`config.mk`:
```
export PLATFORM = sky130hd
export DESIGN_NAME = pong_game_ctrl
export DESIGN_NICKNAME = d
export VERILOG_FILES = /design/src/rtl/pong_pkg.sv /design/src/rtl/pong_game_ctrl_frame_countdown.sv /design/src/rtl/pong_game_ctrl.sv
export SDC_FILE = /design/constraint.sdc
export NUM_CORES = 1
export LEC_CHECK = 0
export ABC_AREA = 0
export CAP_MARGIN = 20
export CORE_ASPECT_RATIO = 0.8
export CORE_MARGIN = 5
export CORE_UTILIZATION = 55
export CTS_CLUSTER_DIAMETER = 30
export DETAILED_ROUTE_END_ITERATION = 16
export DONT_BUFFER_PORTS = 1
export PLACE_DENSITY = 0.7
export SLEW_MARGIN = 20
export SYNTH_ARGS = -nofsm -noshare
export SYNTH_HDL_FRONTEND = slang
export SYNTH_SLANG_ARGS = --single-unit
```
`constraint.sdc`:
```
create_clock -name clk -period 2.6 [get_ports clk]
set_input_delay 0.26 -clock clk [delete_from_list [all_inputs] [get_ports clk]]
set_output_delay 0.26 -clock clk [all_outputs]
set_load 0.005 [all_outputs]
```
`src/rtl/pong_pkg.sv`:
```
// Shared constants for the pong game-flow controller: state codes and counter widths.
package pong_pkg;

  localparam int SCORE_W = 4;
  localparam int FRAME_W = 8;

  typedef logic [2:0] state_t;

  localparam logic [2:0] ST_ATTRACT = 3'd0;
  localparam logic [2:0] ST_SERVE   = 3'd1;
  localparam logic [2:0] ST_PLAY    = 3'd2;
  localparam logic [2:0] ST_POINT   = 3'd3;
  localparam logic [2:0] ST_OVER    = 3'd4;

  // A zero frame count would never expire, so it is promoted to one frame.
  function automatic logic [FRAME_W-1:0] frames_min1(input int n);
    if (n <= 0) begin
      frames_min1 = FRAME_W'(1);
    end else begin
      frames_min1 = FRAME_W'(n);
    end
  endfunction

endpackage

```
`src/rtl/pong_game_ctrl_frame_countdown.sv`:
```
// Frame countdown: loaded on state entry, decremented on frame ticks, done on the last tick.
module frame_countdown
  import pong_pkg::*;
(
  input  logic               clk,
  input  logic               reset,
  input  logic               load,
  input  logic [FRAME_W-1:0] load_val,
  input  logic               tick,
  output logic               done
);

  logic [FRAME_W-1:0] count;

  always_ff @(posedge clk or posedge reset) begin
    if (reset) begin
      count <= '0;
    end else if (load) begin
      count <= load_val;
    end else if (tick && (count != '0)) begin
      count <= count - FRAME_W'(1);
    end else begin
      count <= count;
    end
  end

  // A count of zero parks the counter, so states without a timeout never see done.
  assign done = tick && (count == FRAME_W'(1));

endmodule

```
`src/rtl/pong_game_ctrl.sv`:
```
// Pong game-flow sequencer: attract/serve/play/point/over on vsync frame ticks, with scores.
// Optional build macro PONG_AUTO_RESTART_EN: OVER times out back to ATTRACT after 4*SERVE_FRAMES.
module pong_game_ctrl
  import pong_pkg::*;
#(
  parameter int WIN_SCORE        = 9,
  parameter int SERVE_FRAMES     = 60,
  parameter int POINT_FRAMES     = 30,
  parameter int VSYNC_ACTIVE_LOW = 1
) (
  input  logic               clk,
  input  logic               reset,
  input  logic               vsync,
  input  logic               start,
  input  logic               miss_left,
  input  logic               miss_right,
  output logic               ball_run,
  output logic               ball_reset,
  output logic               serve_dir,
  output logic [SCORE_W-1:0] score1,
  output logic [SCORE_W-1:0] score2,
  output logic               game_over,
  output logic [2:0]         state
);

  localparam logic [FRAME_W-1:0] SERVE_N = frames_min1(SERVE_FRAMES);
  localparam logic [FRAME_W-1:0] POINT_N = frames_min1(POINT_FRAMES);
  localparam logic [SCORE_W-1:0] WIN     = SCORE_W'(WIN_SCORE);
`ifdef PONG_AUTO_RESTART_EN
  localparam logic [FRAME_W-1:0] OVER_N  = frames_min1(4 * ((SERVE_FRAMES < 1) ? 1 : SERVE_FRAMES));
`endif

  logic               vs_q;
  logic               sync1, sync2, sync3;
  logic               vs_act, vs_q_act, tick, start_pe;
  logic               miss_l, miss_r, hit_l, hit_r;
  logic               cd_load, cd_done;
  logic [FRAME_W-1:0] cd_val;
  logic [2:0]         state_nxt;
  logic [SCORE_W-1:0] score1_nxt, score2_nxt;
  logic               serve_dir_nxt;
  logic               enter_serve;

  assign vs_act   = (VSYNC_ACTIVE_LOW != 0) ? ~vsync : vsync;
  assign vs_q_act = (VSYNC_ACTIVE_LOW != 0) ? ~vs_q  : vs_q;
  assign tick     = vs_act & ~vs_q_act;
  assign start_pe = sync2 & ~sync3;

  // A miss arriving in the tick cycle itself still counts for that frame.
  assign hit_l       = miss_l | miss_left;
  assign hit_r       = miss_r | miss_right;
  assign enter_serve = (state_nxt == ST_SERVE) && (state != ST_SERVE);
  assign cd_load     = (state_nxt != state);

  frame_countdown u_countdown (
    .clk      (clk),
    .reset    (reset),
    .load     (cd_load),
    .load_val (cd_val),
    .tick     (tick),
    .done     (cd_done)
  );

  always_comb begin
    case (state_nxt)
      ST_SERVE: cd_val = SERVE_N;
      ST_POINT: cd_val = POINT_N;
`ifdef PONG_AUTO_RESTART_EN
      ST_OVER:  cd_val = OVER_N;
`endif
      default:  cd_val = '0;
    endcase
  end

  always_comb begin
    state_nxt     = state;
    score1_nxt    = score1;
    score2_nxt    = score2;
    serve_dir_nxt = serve_dir;
    case (state)
      ST_ATTRACT: begin
        if (start_pe) begin
          state_nxt  = ST_SERVE;
          score1_nxt = '0;
          score2_nxt = '0;
        end else begin
          state_nxt = ST_ATTRACT;
        end
      end
      ST_SERVE: begin
        if (cd_done) begin
          state_nxt = ST_PLAY;
        end else begin
          state_nxt = ST_SERVE;
        end
      end
      ST_PLAY: begin
        if (tick && hit_l && hit_r) begin
          state_nxt     = ST_POINT;
          serve_dir_nxt = ~serve_dir;
        end else if (tick && hit_l) begin
          state_nxt     = ST_POINT;
          serve_dir_nxt = 1'b0;
          score2_nxt    = (score2 < WIN) ? score2 + 4'd1 : score2;
        end else if (tick && hit_r) begin
          state_nxt     = ST_POINT;
          serve_dir_nxt = 1'b1;
          score1_nxt    = (score1 < WIN) ? score1 + 4'd1 : score1;
        end else begin
          state_nxt = ST_PLAY;
        end
      end
      ST_POINT: begin
        if (cd_done) begin
          state_nxt = ((score1 == WIN) || (score2 == WIN)) ? ST_OVER : ST_SERVE;
        end else begin
          state_nxt = ST_POINT;
        end
      end
      ST_OVER: begin
        if (start_pe) begin
          state_nxt     = ST_SERVE;
          score1_nxt    = '0;
          score2_nxt    = '0;
          serve_dir_nxt = 1'b1;
`ifdef PONG_AUTO_RESTART_EN
        end else if (cd_done) begin
          state_nxt  = ST_ATTRACT;
          score1_nxt = '0;
          score2_nxt = '0;
`endif
        end else begin
          state_nxt = ST_OVER;
        end
      end
      default: begin
        state_nxt = ST_ATTRACT;
      end
    endcase
  end

  always_ff @(posedge clk or posedge reset) begin
    if (reset) begin
      vs_q       <= 1'b0;
      sync1      <= 1'b0;
      sync2      <= 1'b0;
      sync3      <= 1'b0;
      state      <= ST_ATTRACT;
      score1     <= '0;
      score2     <= '0;
      serve_dir  <= 1'b1;
      ball_run   <= 1'b0;
      ball_reset <= 1'b0;
      game_over  <= 1'b0;
    end else begin
      vs_q       <= vsync;
      sync1      <= start;
      sync2      <= sync1;
      sync3      <= sync2;
      state      <= state_nxt;
      score1     <= score1_nxt;
      score2     <= score2_nxt;
      serve_dir  <= serve_dir_nxt;
      ball_run   <= (state_nxt == ST_PLAY);
      ball_reset <= enter_serve;
      game_over  <= (state_nxt == ST_OVER);
    end
  end

  // Sticky miss flags: armed only in PLAY, consumed on each frame tick.
  always_ff @(posedge clk or posedge reset) begin
    if (reset) begin
      miss_l <= 1'b0;
      miss_r <= 1'b0;
    end else if (enter_serve || ((state == ST_PLAY) && tick)) begin
      miss_l <= 1'b0;
      miss_r <= 1'b0;
    end else if (state == ST_PLAY) begin
      miss_l <= miss_l | miss_left;
      miss_r <= miss_r | miss_right;
    end else begin
      miss_l <= miss_l;
      miss_r <= miss_r;
    end
  end

endmodule

```
==> results of run 1 <==
-- cell usage in the layout (no fill, tap or decap), types with 3 or more instances in the layout --
| cell type | netlist | final |
|---|---|---|
| a21oi_1 | 5 | 5 |
| buf_4 | 0 | 4 |
| clkbuf_4 | 0 | 5 |
| dfrtp_1 | 28 | 28 |
| dlygate4sd3_1 | 0 | 3 |
| ha_1 | 9 | 9 |
| inv_1 | 9 | 9 |
| mux2i_1 | 4 | 4 |
| nand2_1 | 17 | 17 |
| nand2b_1 | 3 | 3 |
| nand3_1 | 5 | 5 |
| nor2_1 | 12 | 12 |
| nor3_1 | 5 | 5 |
| o211ai_1 | 3 | 3 |
| o21ai_0 | 8 | 8 |
| xor2_1 | 4 | 4 |
-- per-stage QoR --
step	setup slack, ns	cell area (um^2)	instances	power (mW)
3_3_place_gp	0.497	1630	190	0.936
3_5_place_dp	0.376	1630	190	0.952
4_1_cts	0.361	1730	201	1.27
2_1_floorplan	0.556	1570	151	0.851
5_1_grt	0.209	1730	201	1.35
6_report	0.341	1730	201	1.26
-- layer usage --
layer,track usage [%],vias up,routed length (um)
li1,-,558,-
met1,24.7,598,1570
met2,28.3,32,1500
met3,9.88,5,288
met4,4.92,0,42
met5,0,-,0
-- area by class of cell --
type / instances / area, um^2 / area share, %
Clock inverter: 1 / 5.00 / 0.290
Multi-Input combinational cell: 110 / 790 / 45.7
Timing Repair Buffer: 7 / 60.1 / 3.48
Clock buffer: 7 / 65.1 / 3.77
Inverter: 9 / 33.8 / 1.96
Sequential cell: 29 / 727 / 42.1
Tap cell: 38 / 47.5 / 2.75
-- critical path: cells and delay by family, from the launching register on --
family | cells | cell delay [ns]
DFF | 1 | 0.49
AOI/OAI and AO/OA | 2 | 0.76
and+or+nand+nor | 2 | 0.61
muxes | 1 | 0.28
-- worst min path at each step --
stage                     startpoint   endpoint  slack, ns  depth (start not counted)
after floorplan                start      sync1       0.29                          0
after global placement         reset       vs_q       0.24                          2
after detailed placement       reset       vs_q       0.25                          2
after CTS                  miss_left  score1[1]       0.11                          3
after global routing       miss_left  score1[1]       0.11                          3
final                      miss_left  score1[1]       0.11                          3
-- cell families after synthesis --
kind of cell	after synthesis	share of synthesized area, %
adders and majority gates	9	7.17
AOI/OAI and AO/OA	29	15.6
DFF	29	46.3
buffers and inverters	12	3.43
xor gates and xnor gates	5	2.79
and+or+nand+nor	61	20.7
muxes	6	3.98
-- registers in the layout, summed over array words and instances (netlist names), 3 cells and up --
name	cells
score2	4
score1	4
u_countdown.count	8
state	3
-- report_power, final --
| group | leakage, nW | internal, mW | switching (mW) |
|---|---|---|---|
| Combinational | 0.355 | 0.135 | 0.177 |
| Clock | 0.0413 | 0.156 | 0.157 |
| Sequential | 0.368 | 0.531 | 0.105 |
| Total | 0.765 | 0.823 | 0.440 |
-- repair_timing --
item                                    4_1_cts  5_1_grt
endpoints found under the setup margin        0        0
resized for setup                             0        0
hold endpoints to repair                     30        0
hold buffers                                  3        0
==> flow_summary.yaml, run 1 <==
global_route:
  antenna_found_initial: 0
  grt_max_degree: 30
  grt_usage_pct: 19.0
  first_global_vias: 1184
  grt-ovfl-total: 0
  grt_pass1_wl_um: 5850
die:
  dieArea_mm2: 0.00403
  start_util_pct: 57.2
  dieHeight_um: 57.8
  design.core.area_mm2: 0.00274
  io_pins: 21
  rows: 17
  fp.dieW_um: 69.7
clocking:
  clock_sinks: 29
  cts_made_buffers: 5
  insertion_delay_ns: 0.34
  cts_buffer_depth: 2
  cts_htree_levels: 2
  root_buffer: "clkbuf_4"
  cts_tree: "built"
  post_cts_buffers: 0
  clkTransAtPathRegs_ns: 0.09
flow_run:
  maxCapViolations: 0
critical_path:
  crit_slowest_cell: "nor3b_1"
  crit_chain: "nor3b_1 -> o211ai_1 -> a2111oi_4 -> nor2_1 -> mux2_2"
  critPathMaxStageDelay_ns: 0.51
  r2r_cells: 5
  regToRegSetupSlack_ns: 0.34
  cp.arrival_ns: 2.49
  end_kind: "flop"
  rr_endpoint: "score2[0]"
  critPathKind: "flop to flop"
  reg2reg_from: "state[2]"
  required_ns: 2.83
  cp-endpoint: "score2[0]"
  crit_fanout: 9
  critPathLaunchType: "flop"
  crit_start: "state[2]"
logic_synthesis:
  syn-mean-instance-area_um2: 10.4
  synth_area_mm2: 0.00157
  synth_flop_cell: "dfrtp_1"
  synth_edf_count: 0
  yosys_warnings: 0
  async_reset_ff_share_pct: 100
  synth_cells: 151
  synthTopCellsByCount: "dfrtp_1, nand2_1, nor2_1, ha_1, inv_1"
  seq_area_frac_synth_pct: 46.3
  synth_top_area_cell: "dfrtp_1"
  synth_top_area_share_pct: 44.6
  synthTopCellsByArea: "dfrtp_1, ha_1, nand2_1"
  ys_ff_latch: 29
  synth_nets: 166
  ys_types: 42
  synth_most_common_cell: "dfrtp_1"
timing:
  slew_headroom_pct: 65.0
  min_period_ns: 2.26
  timing.fmax_mhz: 443
  hold_viol_final: 0
  rsz0062_at_grt: "false"
  maxSlewViolCount: 0
  whs_ns: 0.111
  setup_violations: 0
  finClkSkew_ns: 0.00624
  tns_ns: 0
  worstMarginPinSlew_ns: 0.524
  fin_crit_sh_pct: 86.9
final_layout:
  layout.nets: 177
  area_delta_synth_final_pct: 10.0
  final_util_pct: 63.0
  antenna_cells: 0
  fillers: 223
  drive_above_1_share_pct: 13.5
power:
  p_leak_nw: 0.765
  power_density_mw_per_mm2: 731
  peakVddDrop_mv: 0.403
detailed_routing:
  dr.pass1.iters: 4
  drtAntennaViolNets: 0
  remaining_drc_errors: 0
  drt-initial-drc-count: 78
  vias_per_cell: 5.94
  wl_per_cell_um: 16.9
  finalWirelength_um: 3400
  num_vias: 1193
outcome:
  outcome: "complete, no violations"
placed_design:
  portBuffers: 0
  place.gp.congestion: 0.957
  dp_hpwl_um: 2570
worst_hold_path:
  worstHoldPathType: "input port to flop"
Power figures use the tool's default switching activity.
==> run 2, diff against run 1 <==
Settings changed: SETUP_SLACK_MARGIN from default to 0.4.
==> run 2 against run 1 <==
Net effect: hold slack better by 0.0012 ns; clock power hardly changed; sequential power about the same; routed wire length rose by 2.5%; sequential share of layout area is 0.48 points lower; global-route usage stayed put; worst setup slack improved by 0.12 ns; critical path type unchanged; count of clock-buffer cells in the layout unchanged; non-clock buffer count up 2; utilization rose by 0.73 points.
==> flow_summary.yaml, run 2 (synthesized netlist as in run 1, its figures left out) <==
flow_run:
  maxCapViolations: 0
detailed_routing:
  remaining_drc_errors: 0
  top_layer: "met4"
  wl_per_cell_um: 17.2
  route.met2.wl_um: 1520
  wl_met3_um: 324
  finalWirelength_um: 3490
  dr.pass1.iters: 4
  num_vias: 1209
  vias_per_cell: 5.96
  drt-initial-drc-count: 68
  met1_length_um: 1600
  drtAntennaViolNets: 0
critical_path:
  r2r_cells: 4
  crit_fanout: 8
  critPathLaunchType: "flop"
  required_ns: 2.80
  crit_slowest_cell: "or4_4"
  critPathKind: "flop to flop"
  rr_endpoint: "u_countdown.count[3]"
  regToRegSetupSlack_ns: 0.46
  reg2reg_from: "u_countdown.count[3]"
  cp.arrival_ns: 2.34
  end_kind: "flop"
  critPathMaxStageDelay_ns: 0.56
  crit_chain: "or4_4 -> or4_4 -> o21ai_0 -> o21ai_0"
global_route:
  grt-ovfl-total: 0
  grt_usage_pct: 19.0
  grt_pass1_wl_um: 5840
  grt_max_degree: 30
  antenna_found_initial: 0
  first_global_vias: 1179
final_layout:
  area_delta_synth_final_pct: 11.3
  final_cell_mix: "dfrtp_1, nand2_1, nor2_1"
  final_common_cell: "dfrtp_1"
  reg.largest.list: "u_countdown.count x8, score1 x4, score2 x4"
  drive_above_1_share_pct: 15.2
  fillers: 220
  layout.nets: 179
  antenna_cells: 0
  largest_reg_flops: 8
  fin_area_mm2: 0.00175
  regMostFlops: "u_countdown.count"
  finalNonFillerCells: 203
  final_util_pct: 63.7
outcome:
  outcome: "complete, no violations"
timing:
  rsz0062_at_grt: "false"
  fin_crit_sh_pct: 82.2
  slew_headroom_pct: 70.6
  whs_ns: 0.112
  tns_ns: 0
  finClkSkew_ns: 0.00754
  setup_violations: 0
  setup_slack_ns: 0.462
  min_period_ns: 2.14
  worstMarginPinSlew_ns: 0.437
  timing.fmax_mhz: 468
  maxSlewViolCount: 0
  hold_viol_final: 0
clocking:
  root_buffer: "clkbuf_4"
  cts_made_buffers: 5
  cts_htree_levels: 2
  clock_sinks: 29
  clkTransAtPathRegs_ns: 0.09
  insertion_delay_ns: 0.34
  cts_buffer_depth: 2
  cts_tree: "built"
power:
  p_leak_nw: 0.774
  power_density_mw_per_mm2: 736
  peakVddDrop_mv: 0.409
  total_power_mw: 1.29
placed_design:
  pre_cts_slack_ns: 0.376
  portBuffers: 0
  dp_hpwl_um: 2570
  dp.cells: 190
  placed_area_mm2: 0.00163
  place.gp.congestion: 0.957
die:
  design.core.area_mm2: 0.00274
  dieArea_mm2: 0.00403
  io_pins: 21
  dieHeight_um: 57.8
  start_util_pct: 57.2
  fp.dieW_um: 69.7
  rows: 17
worst_hold_path:
  worstHoldPathCells: 3
  min_from: "miss_left"
  worstHoldPathType: "input port to flop"
  hold_end: "score1[1]"
[run 2: layer usage]
| layer | vias to the layer above | global-route usage [%] |
|---|---|---|
| met5 | - | 0 |
| met3 | 6 | 9.88 |
| li1 | 564 | - |
| met1 | 592 | 24.5 |
| met2 | 47 | 28.5 |
| met4 | 0 | 4.92 |
[run 2: cell type report]
cell class | instances | area, um^2 | share of cell area [%]
inverter | 9 | 33.8 | 1.93
tap | 38 | 47.5 | 2.72
sequential | 29 | 727 | 41.6
clock inverter | 1 | 5.00 | 0.286
multi-input combinational | 110 | 795 | 45.5
timing repair buffer | 9 | 75.1 | 4.29
clock buffer | 7 | 65.1 | 3.72
[run 2: worst max-delay path by stage]
stage                                 to  slack (ns)                  from
finish              u_countdown.count[3]        0.46  u_countdown.count[3]
global route                    state[2]        0.41  u_countdown.count[3]
CTS                 u_countdown.count[2]        0.47  u_countdown.count[3]
detailed placement             score2[0]        0.38              state[2]
global placement               score1[0]        0.50              state[2]
floorplan                      game_over        0.56  u_countdown.count[3]
[run 2: worst max-delay path: cells and delay by family (launching register included)]
family	cells	cell delay [ns]
simple gates	2	1.11
flops	1	0.42
compound gates	2	0.47
[run 2: repair_timing]
action                                  4_1_cts  5_1_grt
hold endpoints to repair                     30        0
gates resized for setup                       1        0
pin swaps                                     0        0
buffers inserted                              0        2
endpoints found under the setup margin        2        2
hold buffers                                  3        0
[run 2: power by group]
part           leakage, nW  switching [mW]  total (mW)  internal (mW)
clock network       0.0413           0.157       0.313          0.156
logic                0.365           0.185       0.336          0.151
registers            0.368           0.105       0.637          0.531
total                0.774           0.447        1.29          0.839
==> run 3, diff against run 2 <==
Clock period 2.6 ns to 2.05 ns, I/O delays scaled along.
==> run 3 against run 2 <==
Net effect: clock power increased by 14%; cell count increased by 7.9%; register-to-register slack got worse by 0.40 ns; critical path depth unchanged; global-route usage increased by 0.28 points; sequential share of layout area decreased by 4.3 points; routed wire length increased by 7.5%; die area unchanged; non-clock buffer count increased by 16.
==> flow_summary.yaml, run 3 (synthesized netlist as in run 1, its figures left out) <==
outcome:
  outcome: "complete, no violations"
global_route:
  grt-ovfl-total: 0
  antenna_found_initial: 0
  grt_usage_pct: 19.3
  first_global_vias: 1252
  grt_pass1_wl_um: 5950
  grt_max_degree: 16
final_layout:
  final_cell_mix: "dfrtp_1, buf_4, nand2_1"
  largest_reg_flops: 8
  layout.nets: 195
  fillers: 187
  fin_area_mm2: 0.00195
  area_delta_synth_final_pct: 24.3
  regMostFlops: "u_countdown.count"
  reg.largest.list: "u_countdown.count x8, score1 x4, score2 x4"
  antenna_cells: 0
  seq_area_um2: 728
  drive_above_1_share_pct: 31.5
  final_common_cell: "dfrtp_1"
  multi_input_area_um2: 888
power:
  peakVddDrop_mv: 0.512
  total_power_mw: 1.69
  power_density_mw_per_mm2: 865
  p_leak_nw: 0.868
flow_run:
  maxCapViolations: 0
worst_hold_path:
  min_from: "miss_right"
  worstHoldPathType: "input port to flop"
  worstHoldPathCells: 2
  hold_end: "miss_r"
timing:
  slew_headroom_pct: 63.0
  rsz0062_at_grt: "true"
  maxSlewViolCount: 0
  finClkSkew_ns: 0.00701
  min_period_ns: 1.98
  fin_crit_sh_pct: 96.8
  worstMarginPinSlew_ns: 0.554
  setup_slack_ns: 0.0657
  whs_ns: 0.0790
  setup_violations: 0
  tns_ns: 0
  hold_viol_final: 0
  timing.fmax_mhz: 504
clocking:
  clkTransAtPathRegs_ns: 0.09
  cts_buffer_depth: 2
  clock_sinks: 29
  insertion_delay_ns: 0.32
  cts_htree_levels: 2
  cts_tree: "built"
  root_buffer: "clkbuf_4"
  cts_made_buffers: 5
critical_path:
  regToRegSetupSlack_ns: 0.07
  critPathLaunchType: "flop"
  critPathTopFamily: "simple AND/OR/NAND/NOR gates"
  crit_top_cell: "or4_4"
  reg2reg_from: "u_countdown.count[5]"
  end_kind: "flop"
  crit_fanout: 6
  critPathBufInv: 0
  crit_slowest_cell: "or4_4"
  r2r_cells: 4
  cp.arrival_ns: 2.23
  required_ns: 2.30
  crit_chain: "or4_4 -> or4_4 -> o31ai_4 -> o21bai_1"
  critPathMaxStageDelay_ns: 0.54
  critPathKind: "flop to flop"
  rr_endpoint: "u_countdown.count[5]"
placed_design:
  pre_cts_slack_ns: 0.0571
  portBuffers: 0
  dp_hpwl_um: 2460
  place.gp.congestion: 0.826
  placed_area_mm2: 0.00167
die:
  dieArea_mm2: 0.00403
  design.core.area_mm2: 0.00274
  io_pins: 21
  fp.dieW_um: 69.7
  start_util_pct: 57.2
  dieHeight_um: 57.8
  rows: 17
detailed_routing:
  finalWirelength_um: 3750
  dr.pass1.iters: 4
  wl_per_cell_um: 17.1
  vias_per_cell: 5.91
  remaining_drc_errors: 0
  drtAntennaViolNets: 0
  drt-initial-drc-count: 58
  num_vias: 1294
run 3: worst reg2reg max path, stage by stage (launching register included):
cell      delay (ns)
dfrtp_1         0.40
or4_4           0.54
or4_4           0.49
o31ai_4         0.33
o21bai_1        0.15
run 3: worst max-delay path by stage:
stage,start,endpoint,slack [ns],cells after the start
finish,u_countdown.count[5],u_countdown.count[5],0.07,4
global placement,u_countdown.count[5],game_over,0.08,4
global route,u_countdown.count[5],u_countdown.count[5],0.03,4
CTS,u_countdown.count[5],u_countdown.count[5],0.06,4
detailed placement,u_countdown.count[4],u_countdown.count[2],0.06,4
floorplan,u_countdown.count[5],game_over,0.06,5
run 3: final cells by class:
| cell class | instances | share of cell area (%) |
|---|---|---|
| inverter | 9 | 1.73 |
| multi-input combinational | 110 | 45.5 |
| clock buffer | 8 | 3.01 |
| tap | 38 | 2.44 |
| timing repair buffer | 25 | 10.0 |
| sequential | 29 | 37.3 |
run 3: timing repair:
action,CTS,global route
hold buffers,3,0
resized for setup,10,14
hold endpoints to repair,15,0
pin swaps,4,5
cloned,0,0
setup buffers,9,4
setup endpoints to repair,23,23
run 3: per-stage QoR:
step           std cells  util, %
2_1_floorplan        151        -
5_1_grt              219     71.1
3_5_place_dp         195     60.7
6_report             219     71.1
3_3_place_gp         195     60.7
4_1_cts              215     67.8
run 3: report_power, final:
| group | leakage (nW) | total [mW] | internal, mW | switching [mW] |
|---|---|---|---|---|
| Clock | 0.0326 | 0.356 | 0.169 | 0.187 |
| Combinational | 0.468 | 0.528 | 0.243 | 0.285 |
| Sequential | 0.367 | 0.804 | 0.674 | 0.130 |
run 3: routing by layer:
layer | up-vias | GRT usage [%] | share of wire, %
met5 | - | 0 | 0
met4 | 0 | 7.38 | 0.83
met3 | 4 | 7.80 | 8.6
met2 | 56 | 29.9 | 48
met1 | 632 | 24.6 | 43
li1 | 602 | - | -
